### config.mk
export PLATFORM = sky130hd
export DESIGN_NAME = comparator_bist
export DESIGN_NICKNAME = d
export VERILOG_FILES = /design/src/rtl/comparator_pkg.sv /design/src/rtl/comparator_bist_ctr.sv /design/src/rtl/comparator_bist.sv
export SDC_FILE = /design/constraint.sdc
export NUM_CORES = 1
export LEC_CHECK = 0
export BUFFER_PORTS_ARGS = -buffer_cell sky130_fd_sc_hd__buf_2
export CAP_MARGIN = 20
export CORE_ASPECT_RATIO = 0.9
export CORE_MARGIN = 2
export CORE_UTILIZATION = 45
export DETAILED_ROUTE_END_ITERATION = 12
export PLACE_DENSITY = 0.78
export SKIP_LAST_GASP = 1
export SYNTH_ARGS = -nofsm -noshare
export SYNTH_HDL_FRONTEND = slang
export SYNTH_SLANG_ARGS = --single-unit
### constraint.sdc
create_clock -name clk -period 1.8 [get_ports clk]
set_input_delay 0.27 -clock clk [delete_from_list [all_inputs] [get_ports clk]]
set_output_delay 0.27 -clock clk [all_outputs]
set_load 0.1 [all_outputs]
### src/rtl/comparator_pkg.sv
// comparator_pkg -- shared types and golden model for the comparator BIST.
//   state_t    : BIST controller states.
//   cmp_expect : reference magnitude compare, returns {lt,eq,gt}.
//   WIDTH_DEF  : default operand width; MAX_W is the widest supported operand.
`timescale 1ns/1ps
package comparator_pkg;
  localparam int WIDTH_DEF = 2;
  localparam int MAX_W     = 8;

  typedef enum logic [2:0] {IDLE, DRIVE, SETTLE, CHECK, FIN} state_t;

  // Operands are zero-extended to MAX_W by the caller, so one function
  // covers every supported WIDTH.
  function automatic logic [2:0] cmp_expect(input logic [MAX_W-1:0] a,
                                            input logic [MAX_W-1:0] b);
    return {a < b, a == b, a > b};
  endfunction
endpackage

### src/rtl/comparator_bist_ctr.sv
// comparator_bist_ctr -- vector index and settle counters for the BIST.
// Ports:
//   clk, rst_n   : clock, async active-low reset
//   idx_clr      : restart the sweep at vector 0
//   idx_inc      : advance to the next vector
//   set_clr      : zero the settle counter
//   set_inc      : count one settle cycle
//   idx          : current vector {a,b}
//   last         : idx is the final vector (all ones)
//   settle_done  : this settle cycle is the last one
`timescale 1ns/1ps
module comparator_bist_ctr
  import comparator_pkg::*;
#(
  parameter int WIDTH         = WIDTH_DEF,
  parameter int SETTLE_CYCLES = 1
) (
  input  logic               clk,
  input  logic               rst_n,
  input  logic               idx_clr,
  input  logic               idx_inc,
  input  logic               set_clr,
  input  logic               set_inc,
  output logic [2*WIDTH-1:0] idx,
  output logic               last,
  output logic               settle_done
);
  // With SETTLE_CYCLES=0 the SETTLE state is never entered; clamp keeps the
  // terminal value legal.
  localparam logic [3:0] SET_LAST = 4'((SETTLE_CYCLES > 0) ? SETTLE_CYCLES - 1 : 0);

  logic [3:0] set_cnt;

  always_ff @(posedge clk or negedge rst_n) begin
    if (!rst_n) begin
      idx     <= '0;
      set_cnt <= '0;
    end else begin
      if (idx_clr)      idx <= '0;
      else if (idx_inc) idx <= idx + (2*WIDTH)'(1);
      if (set_clr)      set_cnt <= '0;
      else if (set_inc) set_cnt <= set_cnt + 4'd1;
    end
  end

  // Terminal vector is detected directly, so idx never wraps.
  assign last        = &idx;
  assign settle_done = (set_cnt == SET_LAST);
endmodule

### src/rtl/comparator_bist.sv
// comparator_bist -- exhaustive self-test of a magnitude comparator.
// Sweeps {a,b} over all 2^(2*WIDTH) vectors, checks lt/eq/gt against the
// golden compare, and reports pass / mismatch count / first failing vector.
// Ports:
//   clk, rst_n  : clock, async active-low reset
//   start       : one-cycle sweep request (honoured only in IDLE)
//   a, b        : operands driven to the comparator
//   lt, eq, gt  : comparator responses
//   busy, done  : sweep running / sweep finished (held until next start)
//   pass        : zero mismatches (valid with done)
//   err_count   : number of mismatching vectors
//   first_fail  : {a,b} of the first mismatch, 0 if none
// Build option: COMPARATOR_BIST_STOP_ON_FAIL_EN ends the sweep at the first
// mismatch, leaving a,b on the failing vector.
`timescale 1ns/1ps
module comparator_bist
  import comparator_pkg::*;
#(
  parameter int WIDTH         = WIDTH_DEF,
  parameter int SETTLE_CYCLES = 1
) (
  input  logic               clk,
  input  logic               rst_n,
  input  logic               start,
  output logic [WIDTH-1:0]   a,
  output logic [WIDTH-1:0]   b,
  input  logic               lt,
  input  logic               eq,
  input  logic               gt,
  output logic               busy,
  output logic               done,
  output logic               pass,
  output logic [2*WIDTH:0]   err_count,
  output logic [2*WIDTH-1:0] first_fail
);
`ifdef COMPARATOR_BIST_STOP_ON_FAIL_EN
  localparam bit STOP_ON_FAIL = 1'b1;
`else
  localparam bit STOP_ON_FAIL = 1'b0;
`endif

  state_t state, state_nxt;

  logic [2*WIDTH-1:0] idx;
  logic               last, settle_done;
  logic               idx_clr, idx_inc, set_clr, set_inc;
  logic [2:0]         expect_v;
  logic               mismatch;

  comparator_bist_ctr #(.WIDTH(WIDTH), .SETTLE_CYCLES(SETTLE_CYCLES)) u_ctr (
    .clk         (clk),
    .rst_n       (rst_n),
    .idx_clr     (idx_clr),
    .idx_inc     (idx_inc),
    .set_clr     (set_clr),
    .set_inc     (set_inc),
    .idx         (idx),
    .last        (last),
    .settle_done (settle_done)
  );

  // Any differing bit counts, so non-one-hot responses are caught too.
  assign expect_v = cmp_expect(MAX_W'(a), MAX_W'(b));
  assign mismatch = ({lt, eq, gt} != expect_v);

  always_ff @(posedge clk or negedge rst_n) begin
    if (!rst_n) state <= IDLE;
    else        state <= state_nxt;
  end

  always_comb begin
    state_nxt = state;
    idx_clr   = 1'b0;
    idx_inc   = 1'b0;
    set_clr   = 1'b0;
    set_inc   = 1'b0;
    case (state)
      IDLE: if (start) begin
        state_nxt = DRIVE;
        idx_clr   = 1'b1;
      end
      DRIVE: begin
        set_clr   = 1'b1;
        state_nxt = (SETTLE_CYCLES > 0) ? SETTLE : CHECK;
      end
      SETTLE: begin
        set_inc = 1'b1;
        if (settle_done) state_nxt = CHECK;
      end
      CHECK: begin
        if ((STOP_ON_FAIL && mismatch) || last) state_nxt = FIN;
        else begin
          idx_inc   = 1'b1;
          state_nxt = DRIVE;
        end
      end
      FIN:     state_nxt = IDLE;
      default: state_nxt = IDLE;
    endcase
  end

  always_ff @(posedge clk or negedge rst_n) begin
    if (!rst_n) begin
      a          <= '0;
      b          <= '0;
      busy       <= 1'b0;
      done       <= 1'b0;
      pass       <= 1'b0;
      err_count  <= '0;
      first_fail <= '0;
    end else begin
      case (state)
        IDLE: if (start) begin
          busy       <= 1'b1;
          done       <= 1'b0;
          pass       <= 1'b0;
          err_count  <= '0;
          first_fail <= '0;
        end
        DRIVE: {a, b} <= idx;
        CHECK: if (mismatch) begin
          err_count <= err_count + (2*WIDTH+1)'(1);
          if (err_count == '0) first_fail <= {a, b};
        end
        FIN: begin
          busy <= 1'b0;
          done <= 1'b1;
          pass <= (err_count == '0);
        end
        default: ;
      endcase
    end
  end
endmodule

Word level (Yosys, flattened, before mapping)
Index checks and enable logic that the tools add are counted.
- flip-flop bits (word level): 27
- latch bits: 0
- RAM bits: 0
- memory bits (read-only): 0
- bits of input ports: 6
- output and inout bits: 16
- logic and storage cells: 63
- memories: 0
- add/subtract/negate cells: 3
- $mul: 0
- divide/modulo/power cells: 0
- order comparisons: 2
- eq/ne operators: 10
- shift operators: 0
- muxes and demuxes: 26
- bitwise gates (word level): 0
- reduce and logical (&&, ||, !) cells: 12
- operator list (kind ; number):
    4-bit 2-to-1 mux ; 7
    3-bit case mux with 4 select lines ; 1
    5-bit 2-to-1 mux ; 2
    5-bit case mux with 2 select lines ; 1
    3-bit 2-to-1 mux ; 3
    4-bit by 1-bit adder with 4-bit output, second input constant ; 2
    1-bit 2-to-1 mux ; 8
    2-bit != test, second input constant ; 4
    4-bit case mux with 2 select lines ; 1
    4-bit AND reduction ; 2
    2-bit nonzero test ; 4
    3-bit by 2-bit == test with 1-bit output, second input constant ; 2
    1-bit case mux with 2 select lines ; 3
    5-bit by 1-bit adder with 5-bit output, second input constant ; 1
    5-bit logical NOT ; 1
    4-bit logical NOT ; 1
    2-bit AND reduction ; 2
    3-bit by 1-bit == test with 1-bit output, second input constant ; 1
    3-bit == test, second input constant ; 1
    3-bit logical NOT ; 1
    3-bit != test ; 1
    3-bit AND reduction ; 1
    2-bit == test ; 1
    2-bit > comparator ; 1
    2-bit less-than comparator ; 1

Longest topological paths before layout
- depth after elaboration: 5
- gate-level depth with buffers: 8
- gate-level depth less buffers: 8

Hierarchy
A second synthesis with hierarchy kept.
- cell total of the unflattened synthesis: 134
- area, all modules: 1426.4 um^2
- modules (own cells, without submodules) (module ; times used ; cells an instance ; area an instance (um^2) ; sequential area each (um^2)):
    comparator_bist ; 1 ; 97 ; 1007.2 ; 475.5
    comparator_bist_ctr ; 1 ; 37 ; 419.2 ; 200.2

Least setup slack after synthesis
Ideal clock, no wire load.
- kind: reg2reg
- start point: reg b[1]
- end point: reg err_count[0]
- library setup time: 0.125 ns
- arrival time: 2.353 ns
- data required time: 1.675 ns
- path slack: -0.678 ns
- stages on the path, launching flop included: 9
- path buffers: 0
- period minus slack after synthesis: 2.478 ns
- cell sequence: dfrtp_1 > inv_1 > ha_1 > nor2b_4 > o21ai_2 > xor2_1 > and3_4 > nor2_2 > mux2_2
- longest elaborated chain between the ends: 4
- elaborated cells on any way between the ends: 6
- classes of those cells: 2 x order compare; 3 x eq/ne; 1 x reduce/logical
- RTL lines (item ; line ; source):
    start, declared ; comparator_bist.sv:26 ; output logic [WIDTH-1:0] b,
    start signal, assigned ; comparator_bist.sv:120 ; DRIVE: {a, b} <= idx;
    2-bit > comparator (tied with other cells) ; comparator_pkg.sv:16 ; return {a < b, a == b, a > b};
    3-bit != test * ; comparator_bist.sv:64 ; assign mismatch = ({lt, eq, gt} != expect_v);
    2-bit != test (no source line) * ; -- ;
    3-bit AND reduction (no source line) * ; -- ;
    end signal, assigned ; comparator_bist.sv:122 ; err_count <= err_count + (2*WIDTH+1)'(1);
    end, declared ; comparator_bist.sv:33 ; output logic [2*WIDTH:0] err_count,
Mark *: on every way between the ends. The rest lies on a longest branch, timed or not.
A chain may end at the register's enable or synchronous reset.

Final worst setup path
- start point: reg a[1]
- end point: reg first_fail[1]
- longest elaborated chain between the ends: 4
- elaborated cells on any way between the ends: 6
- classes of those cells: 2 x order compare; 3 x eq/ne; 1 x reduce/logical
- RTL lines (item ; line ; source):
    start, declared ; comparator_bist.sv:25 ; output logic [WIDTH-1:0] a,
    start signal, assigned ; comparator_bist.sv:120 ;
    2-bit > comparator (tied with other cells) ; comparator_pkg.sv:16 ;
    3-bit != test * ; comparator_bist.sv:64 ;
    2-bit != test (no source line) * ; -- ;
    4-bit AND reduction (no source line) * ; -- ;
    end signal, assigned ; comparator_bist.sv:123 ; if (err_count == '0) first_fail <= {a, b};
    end, declared ; comparator_bist.sv:34 ; output logic [2*WIDTH-1:0] first_fail
Marked as above.

==> metrics.txt <==
status=finished with violations; failing checks=hold timing, setup timing; Finished Cell Area=1820 sq um; Startpoint Class=flip-flop; setup violators final=9; ANT cells=0; Via Count=1237; worst path required time=1970 ps; Core Footprint=3110 sq um; largest net degree at the start of global routing=28; fmax=0.516 GHz; # port buffers=21; unrepaired setup endpoints after global routing=true; drt via density=5.67; vias in the first global route=1202; Slew Limit Fails=0; maxcap violations=0; Layout area overhead=21.3%; # nets final=190; ratio of cells with drive above 1 in the final layout=38.6%; GRT Util Overall=18.8%; Ys Warns=0; Final Worst Setup Slack=-139 ps; CP cell instances=ha_4 -> nor2b_4 -> nor3_2 -> a221oi_2 -> and3_4 -> nor2_4 -> a32o_1; CTS tree=yes; Post-DP HPWL=2370 um; Longest Clk Path Bufs=2; placed instance area=1730 sq um; Die Footprint=3800 sq um; Num CTS Buffers=3; Tot Pwr=3.55 mW; Post-synth EDFFs=0; Gate power share=61.4%; commonest cells after routing, fill and taps aside=21 x dfrtp_1, 21 x buf_2, 13 x buf_4; Hold WS=-10.7 ps; crit-path max FO=6; number of synthesized register bits=27; critical path's slowest cell=dfrtp_4; PwrDens=1950 nW/um^2; Net Sw Frac=52.4%; mean post-synth cell area=10.5 sq um; delay-heaviest family, CP=simple AND/OR/NAND/NOR gates; Ports=22; Placer Congestion=0.954; Gate Count Post-Synth=143; ys async rst share=100%; Synth Flop Type=dfrtp_1; Buf/Inv on CP=0; post-route clock period utilization=108%; Detailed Route Iter0 Violations=50; max_slew headroom=59.9%; DR DRC count=0; Power Internal=1.69 mW; Final Routed Wirelength=3250 um; Period minus WS final=1940 ps; final antenna-violating net count=0; Leak Pwr=0.836 nW; crit end category=flip-flop; Synth Cell Area=1500 sq um; grt ovf=0; final clock skew=8.36 ps; Seq/Total Area, Yosys=45.2%; WS Path Type=flip-flop to flip-flop; Slowest Stage Delay on Critical Path=510 ps; Root Driver=clkbuf_8; H-tree levels=1; first-pass GRT wire length=5490 um; CTS clk-pin slew, worst paths=100 ps; Num Clock Sinks=27; VDD IR max=0.000797 V; die height=58.7 um; NetSw=1.86 mW; share of power burned in registers=28.4%; Worst Tran Pin Value=602 ps; hold crit path type=primary input to asynchronous set/reset pin; die width=64.8 um; Netlist cell types=44; Post-Syn Nets=156; final hold violation count=24; Routed WL per cell=14.9 um; Skew-Pair Late Insertion Delay=280 ps; CP arrival=2110 ps; Starting Density=48.1%; initial antenna violation count=0; part of the power in the clock network=10.2%; router iterations before antenna repair=4; num rows=19
==> synthesized netlist by cell type, types with 2 or more instances <==
cell       n  share of area (%)
o21ai_2    2                1.2
nand2_1   11                2.8
dfrtp_1   27                 45
nor3b_1    2                1.0
nor2_1     5                1.3
a21o_1     2                1.0
buf_6      2                1.5
o21ai_0   12                4.0
nor3_1     4                1.3
xor2_1     2                1.2
inv_1      7                1.8
nor2b_1    2               0.84
a32oi_1    2                1.2
a32o_1     5                3.3
a22o_1     3                1.8
nand3_1    6                2.0
nor2_2     2               0.84
a21oi_1   11                3.7
ha_1       7                5.9
clkbuf_1   2               0.50
and4b_1    2                1.3
mux2_2     3                2.3
==> final cells by class <==
class	instances	area, sq um
Clock buffer	3	41.3
Clock inverter	1	7.51
Fill cell	269	1300
Inverter	7	28.8
Multi-Input combinational cell	104	790
Sequential cell	27	693
Tap cell	42	52.6
Timing Repair Buffer	34	203
==> what timing repair did <==
action / CTS / global route
pin swaps: 7 / 5
hold endpoints to repair: 0 / 0
hold buffers: 0 / 0
gates resized for setup: 2 / 1
endpoints found under the setup margin: 9 / 9
setup buffers: 2 / 0
==> through the flow <==
stage                     hold slack, ps  util, %  std cells  TNS, ps  worst slack [ps]
after floorplan                    -25.6        -        143    -1570              -226
after global placement               303     55.7        212     -346             -61.0
after detailed placement             315     55.7        212     -832              -134
after CTS                           12.0     58.1        218     -947              -150
after global routing                25.1     58.3        218    -1520              -214
final                              -10.7     58.3        218     -769              -139
==> state kept, by name, summed over array words and instances (netlist names) <==
register / cells
b: 2
u_ctr.set_cnt: 4
u_ctr.idx: 4
done: 1
a: 2
busy: 1
err_count: 5
state: 3
first_fail: 4
pass: 1
==> path summary, 6_finish.rpt <==
kind,startpoint,endpoint,slack (ps),depth (start not counted)
max,a[1],first_fail[1],-140,7
max in group asynchronous,rst_n,a[1],1370,1
min in group clk,start,busy,320,3
min reg2reg,pass,pass,490,1
min,rst_n,u_ctr.idx[2],-10,1
max reg2reg,a[1],first_fail[1],-140,7
==> routing by layer <==
layer / vias up / part of all wire, % / track usage, %
met1: 596 / 45 / 25.2
met4: 0 / 2.3 / 7.90
met5: - / 0 / 0
met3: 10 / 4.9 / 3.25
met2: 41 / 48 / 30.5
li1: 590 / - / -
==> cells by family after synthesis <==
kind of cell | count (synthesis) | share of synthesized area (%)
and+or+nand+nor | 47 | 20.4
muxes | 3 | 2.26
xor gates and xnor gates | 3 | 1.76
DFF | 27 | 45.2
AOI/OAI and AO/OA | 44 | 20.3
adders and majority gates | 7 | 5.85
buffers and inverters | 12 | 4.26
==> worst reg2reg max path: stages, from the launching register on <==
cell and delay [ps]:
dfrtp_4 510, ha_4 290, nor2b_4 160, nor3_2 60, a221oi_2 230, and3_4 270
nor2_4 50, a32o_1 260
==> power by group through the flow <==
stage	clock network (mW)	logic [mW]	registers [mW]
finish	0.362	2.18	1.01
detailed placement	0	2.09	1.02
floorplan	0	1.04	1.62
CTS	0.363	2.15	1.01
global placement	0	2.03	1.00
global route	0.396	2.33	1.04
(Power assumes the default switching activity.)
